===== src/rtl/tick_stretcher_pkg.sv =====
// Shared definitions for the tick stretcher: state encoding and the
// zero-to-one clamp applied to width/gap operands.
package tick_stretcher_pkg;

  localparam logic [1:0] ST_IDLE = 2'd0;
  localparam logic [1:0] ST_HIGH = 2'd1;
  localparam logic [1:0] ST_GAP  = 2'd2;

  typedef enum logic [1:0] {
    S_IDLE = ST_IDLE,
    S_HIGH = ST_HIGH,
    S_GAP  = ST_GAP
  } state_t;

  // A zero operand would mean a zero-length phase; treat it as one cycle.
  function automatic logic [31:0] clamp1(input logic [31:0] v);
    return (v == 32'd0) ? 32'd1 : v;
  endfunction

endpackage


===== src/rtl/stretch_counter.sv =====
// Loadable down-counter shared by the HIGH and GAP phases; saturates at zero.
module stretch_counter #(
  parameter int CNT_W = 8
) (
  input  logic             clk,
  input  logic             rst,
  input  logic             load,
  input  logic [CNT_W-1:0] load_val,
  input  logic             dec,
  output logic             zero
);

  logic [CNT_W-1:0] cnt_reg;

  always_ff @(posedge clk or posedge rst) begin
    if (rst) begin
      cnt_reg <= '0;
    end else if (load) begin
      cnt_reg <= load_val;
    end else if (dec && (cnt_reg != '0)) begin
      cnt_reg <= cnt_reg - CNT_W'(1);
    end
  end

  assign zero = (cnt_reg == '0);

endmodule


===== src/rtl/tick_stretcher.sv =====
// Stretches single-cycle ticks into level pulses of programmable width,
// separated by a programmable minimum low gap, with one-deep tick buffering.
import tick_stretcher_pkg::*;

module tick_stretcher #(
  parameter int CNT_W     = 8,
  parameter int RETRIGGER = 0
) (
  input  logic             clk,
  input  logic             rst,
  input  logic             tick,
  input  logic [CNT_W-1:0] width,
  input  logic [CNT_W-1:0] gap,
  output logic             level,
  output logic             busy,
  output logic             done,
  output logic             missed
);

  localparam bit RETRIG = (RETRIGGER != 0);

  state_t           state_reg;
  logic             pending_reg;
  logic             level_reg;
  logic             busy_reg;
  logic             done_reg;
  logic             missed_reg;

  logic             cnt_load;
  logic             cnt_dec;
  logic [CNT_W-1:0] cnt_val;
  logic             cnt_zero;
  logic [CNT_W-1:0] w_load;
  logic [CNT_W-1:0] g_load;

  // Counter reload values are phase length minus one, sampled from the live inputs.
  assign w_load = CNT_W'(clamp1(32'(width)) - 32'd1);
  assign g_load = CNT_W'(clamp1(32'(gap)) - 32'd1);

  stretch_counter #(.CNT_W(CNT_W)) u_cnt (
    .clk      (clk),
    .rst      (rst),
    .load     (cnt_load),
    .load_val (cnt_val),
    .dec      (cnt_dec),
    .zero     (cnt_zero)
  );

  always_comb begin
    cnt_load = 1'b0;
    cnt_dec  = 1'b0;
    cnt_val  = w_load;
    case (state_reg)
      S_IDLE: cnt_load = tick;
      S_HIGH: begin
        if (RETRIG && tick) begin
          cnt_load = 1'b1;
        end else if (cnt_zero) begin
          cnt_load = 1'b1;
          cnt_val  = g_load;
        end else begin
          cnt_dec = 1'b1;
        end
      end
      S_GAP: begin
        if (cnt_zero) cnt_load = pending_reg | tick;
        else          cnt_dec  = 1'b1;
      end
      default: ;
    endcase
  end

  always_ff @(posedge clk or posedge rst) begin
    if (rst) begin
      state_reg   <= S_IDLE;
      pending_reg <= 1'b0;
      level_reg   <= 1'b0;
      busy_reg    <= 1'b0;
      done_reg    <= 1'b0;
      missed_reg  <= 1'b0;
    end else begin
      done_reg   <= 1'b0;
      missed_reg <= 1'b0;
      case (state_reg)
        S_IDLE: begin
          if (tick) begin
            state_reg <= S_HIGH;
            level_reg <= 1'b1;
            busy_reg  <= 1'b1;
          end
        end
        S_HIGH: begin
          if (!RETRIG && tick) begin
            if (pending_reg) missed_reg  <= 1'b1;
            else             pending_reg <= 1'b1;
          end
          // A retrigger on the last high cycle keeps the pulse alive.
          if (cnt_zero && !(RETRIG && tick)) begin
            state_reg <= S_GAP;
            level_reg <= 1'b0;
            done_reg  <= 1'b1;
          end
        end
        S_GAP: begin
          if (cnt_zero) begin
            if (pending_reg || tick) begin
              state_reg   <= S_HIGH;
              level_reg   <= 1'b1;
              pending_reg <= 1'b0;
              missed_reg  <= pending_reg & tick;
            end else begin
              state_reg <= S_IDLE;
              busy_reg  <= 1'b0;
            end
          end else if (tick) begin
            if (pending_reg) missed_reg  <= 1'b1;
            else             pending_reg <= 1'b1;
          end
        end
        default: state_reg <= S_IDLE;
      endcase
    end
  end

  assign level  = level_reg;
  assign busy   = busy_reg;
  assign done   = done_reg;
  assign missed = missed_reg;

endmodule


===== config.mk =====
export PLATFORM = sky130hd
export DESIGN_NAME = tick_stretcher
export DESIGN_NICKNAME = d
export VERILOG_FILES = /design/src/rtl/tick_stretcher_pkg.sv /design/src/rtl/stretch_counter.sv /design/src/rtl/tick_stretcher.sv
export SDC_FILE = /design/constraint.sdc
export NUM_CORES = 1
export LEC_CHECK = 0
export BUFFER_PORTS_ARGS = -buffer_cell sky130_fd_sc_hd__buf_2
export CORE_UTILIZATION = 50
export DETAILED_ROUTE_END_ITERATION = 10
export MAX_ROUTING_LAYER = met4
export PLACE_DENSITY = 0.75
export SLEW_MARGIN = 25
export SYNTH_ARGS = -nofsm -noshare
export SYNTH_HDL_FRONTEND = slang
export SYNTH_HIERARCHICAL = 1
export SYNTH_SLANG_ARGS = --single-unit
export TNS_END_PERCENT = 5

===== constraint.sdc =====
create_clock -name clk -period 2.9 [get_ports clk]
set_input_delay 0.58 -clock clk [delete_from_list [all_inputs] [get_ports clk]]
set_output_delay 0.58 -clock clk [all_outputs]
set_load 0.005 [all_outputs]

==> metrics.log <==
INFO  metric syn2layout_area_growth = 15.2%
INFO  metric synth.avg_cell_area = 8.64 um2
INFO  metric outcome = complete, no violations
INFO  metric initial_core_util = 54.4%
INFO  metric report.final.slew_viol_count = 0
INFO  metric drt_wl_total = 2.66 mm
INFO  metric top_layer = met4
INFO  metric drt.antenna.violating_nets = 0
INFO  metric share_clk_of_total_power = 12.0%
INFO  metric timing.critical_path.to_type = flop
INFO  metric die_area = 2650 um2
INFO  metric cts_buffer_depth = 2
INFO  metric criticalPathCategory = flop to flop
INFO  metric fin_worst_skew = 13.7 ps
INFO  metric fmax = 418 MHz
INFO  metric post-cts-setup-buffers = 0
INFO  metric worst_ep_arrival_time = 2570 ps
INFO  metric setup.worst_path.start_class = flop
INFO  metric post-synth-top-area-cell = sky130_fd_sc_hd__dfrtp_1
INFO  metric remaining_drc_errors = 0
INFO  metric total_switching_power = 441 uW
INFO  metric placed_cells = 193
INFO  metric layout.cells.most_common_list = sky130_fd_sc_hd__buf_2 (22), sky130_fd_sc_hd__nand2_1 (17), sky130_fd_sc_hd__dfrtp_1 (15), sky130_fd_sc_hd__nor2_1 (10), sky130_fd_sc_hd__inv_1 (9)
INFO  metric vias_per_cell = 5.74
INFO  metric drt-initial-drc-count = 29
INFO  metric timing.critical_path.fanout_max = 10
INFO  metric first_global_vias = 1085
INFO  metric count_of_endpoints_failing_setup_in_the_final_report = 0
INFO  metric global_route_wire_length_before_repair = 4.44 mm
INFO  metric globalRouteOverflowTotal = 0
INFO  metric cp_data_required_time = 3080 ps
INFO  metric worstSkewPairLatency = 300 ps
INFO  metric ir_worst_vdd = 0.000513 V
INFO  metric met3_length = 111 um
INFO  metric timing.setup.tns = 0 ps
INFO  metric cellInternalPower = 593 uW
INFO  metric flip_flop_count_of_the_largest_register_all_copies_and_words_added = 8
INFO  metric netlist_top_cells_area = sky130_fd_sc_hd__dfrtp_1 (31%), sky130_fd_sc_hd__ha_1 (8.2%), sky130_fd_sc_hd__nand2_1 (5.2%)
INFO  metric layoutNonFillerInstCount = 197
INFO  metric finalHoldViolCount = 0
INFO  metric top_level_ports = 23
INFO  metric final_layout_size_suffix_gt1_share = 22.5%
INFO  metric clk_pin_slew_worst_paths = 100 ps
INFO  metric largest_net_degree_at_the_start_of_global_routing = 14
INFO  metric synth.top_cell.area_share = 30.6%
INFO  metric power.density_cell_area = 732 nW/um2
INFO  metric final_common_cell = sky130_fd_sc_hd__buf_2
INFO  metric m1WireLength = 1.18 mm
INFO  metric cpPeakStageDelay = 490 ps
INFO  metric cp_slowest_cell = sky130_fd_sc_hd__or4b_4
INFO  metric netSwitchingFraction = 42.7%
INFO  metric yosys_warnings = 6
INFO  metric mappedNetlistNets = 169
INFO  metric die-height = 51.5 um
INFO  metric timing.max_slew.rel_slack = 56.7%
INFO  metric die-width = 51.5 um
INFO  metric ctsHtreeMaxLevel = 1
INFO  metric place.port_buffers = 22
INFO  metric syn_inst = 142
INFO  metric static_leakage_power = 0.616 nW
INFO  metric post-route-min-period = 2390 ps
INFO  metric critical_path.cell_chain = inv_1 -> ha_1 -> or4b_4 -> nor2_1 -> nand2_1 -> inv_2 -> mux2_2 -> nand2_1 -> o21ai_1
INFO  metric tritoncts = built
INFO  metric cts_sinks = 15
INFO  metric critPathMostFrequentCell = sky130_fd_sc_hd__nand2_1
INFO  metric cts.repair.resized = 0
INFO  metric ctsRootBufferMaster = sky130_fd_sc_hd__clkbuf_4
INFO  metric dp_hpwl = 2.17 mm
INFO  metric holdBufCountCts = 0
INFO  metric core_area = 2250 um2
INFO  metric final_min_period_over_clock_period = 82.6%
INFO  metric route.met2.wl = 1.32 mm
INFO  metric grt_antenna_before_repair = 0
INFO  metric num_antenna_cells = 0
INFO  metric synth_seq_area_share = 30.6%
INFO  metric hp-class = primary input to async pin
INFO  metric cts_inserted_buffers = 3
INFO  metric nNetsFinal = 197
INFO  metric num_vias = 1130
INFO  metric p_seq_share = 35.2%
INFO  metric route.detailed.wl_per_inst = 13.5 um
INFO  metric drt_first_pass_iters = 4
INFO  metric ys_seq_elements = 15
INFO  metric cap_viol_max_count = 0
INFO  metric timing_worst_slew_pin_value = 641 ps
INFO  metric post_synth_num_cell_types = 42
INFO  metric gp_congestion = 0.823
INFO  metric p_comb_share = 52.8%
INFO  metric grtUsageTotal = 23.3%
INFO  metric core.rowCount = 17
INFO  metric rsz_0062_raised_after_global_routing = no
INFO  metric synth_area = 1230 um2
final timing paths:
path | startpoint | to | slack [ps] | depth (start not counted)
max | u_cnt/cnt_reg[0] | u_cnt/cnt_reg[0] | 510 | 9
min | rst | missed | 200 | 2
max reg2reg | u_cnt/cnt_reg[0] | u_cnt/cnt_reg[0] | 510 | 9
min reg2reg | busy | busy | 520 | 1
max in group asynchronous | rst | u_cnt/cnt_reg[5] | 2460 | 2
min in group clk | busy | busy | 520 | 1
per-layer routing:
layer,vias to the layer above,track usage [%]
met5,-,-
met4,0,10.4
met3,7,2.92
met2,33,38.3
met1,514,28.6
li1,576,-
cell families after synthesis:
kind of cell               share of synthesized area, %
AOI/OAI and AO/OA                                  21.5
xor gates and xnor gates                           7.14
adders and majority gates                          8.16
buffers and inverters                              3.37
DFF                                                30.6
muxes                                              4.39
and+or+nand+nor                                    24.8
critical path, delay by kind of cell, from the launching register on:
kind | cells | cell delay [ps]
muxes | 1 | 360
and+or+nand+nor | 4 | 1000
adders and majority gates | 1 | 160
buffers and inverters | 2 | 320
AOI/OAI and AO/OA | 1 | 50
DFF | 1 | 390
through the flow:
stage | cell area (um2) | setup WS (ps) | util, % | power, mW | hold WS, ps
after global placement | 1380 | 557 | 61.3 | 0.891 | 476
after floorplan | 1230 | 477 | - | 0.765 | 383
after detailed placement | 1380 | 538 | 61.3 | 0.915 | 499
after CTS | 1410 | 506 | 62.7 | 1.04 | 204
final | 1410 | 506 | 62.7 | 1.03 | 198
after global routing | 1410 | 330 | 62.7 | 1.12 | 215
area by class of cell:
class	instances	area, um2
clock buffer	3	22.5
clock inverter	1	7.51
fill	219	842
inverter	10	37.5
multi-input combinational	116	810
sequential	15	375
tap	28	35.0
timing repair buffer	24	125
synth_stat cells (all sizes together):
library cell	number
a211oi	2
nand3	2
or2	1
nor3	3
mux2	3
o41ai	3
ha	8
o22a	1
and3	1
xnor2	3
a21o	1
nor3b	3
o31a	2
nand2	17
clkbuf	1
o22ai	2
a32oi	1
a21oi	4
dfrtp	15
nor2	10
nor2b	4
a31oi	3
inv	10
o21ai	13
nor4b	1
nand4	1
nand3b	1
a22oi	2
or4b	1
nand2b	1
xor2	7
nor4	5
or3	2
mux2i	2
o21a	1
o31ai	5
power by group through the flow:
| stage | sequential [mW] | combinational (mW) | clock (mW) |
|---|---|---|---|
| 3_5_place_dp | 0.368 | 0.547 | 0 |
| 3_3_place_gp | 0.364 | 0.528 | 0 |
| 4_1_cts | 0.363 | 0.551 | 0.128 |
| 6_report | 0.364 | 0.546 | 0.125 |
| 2_1_floorplan | 0.356 | 0.409 | 0 |
| 5_1_grt | 0.374 | 0.610 | 0.139 |
No activity file was read; power rests on OpenSTA's default activity.
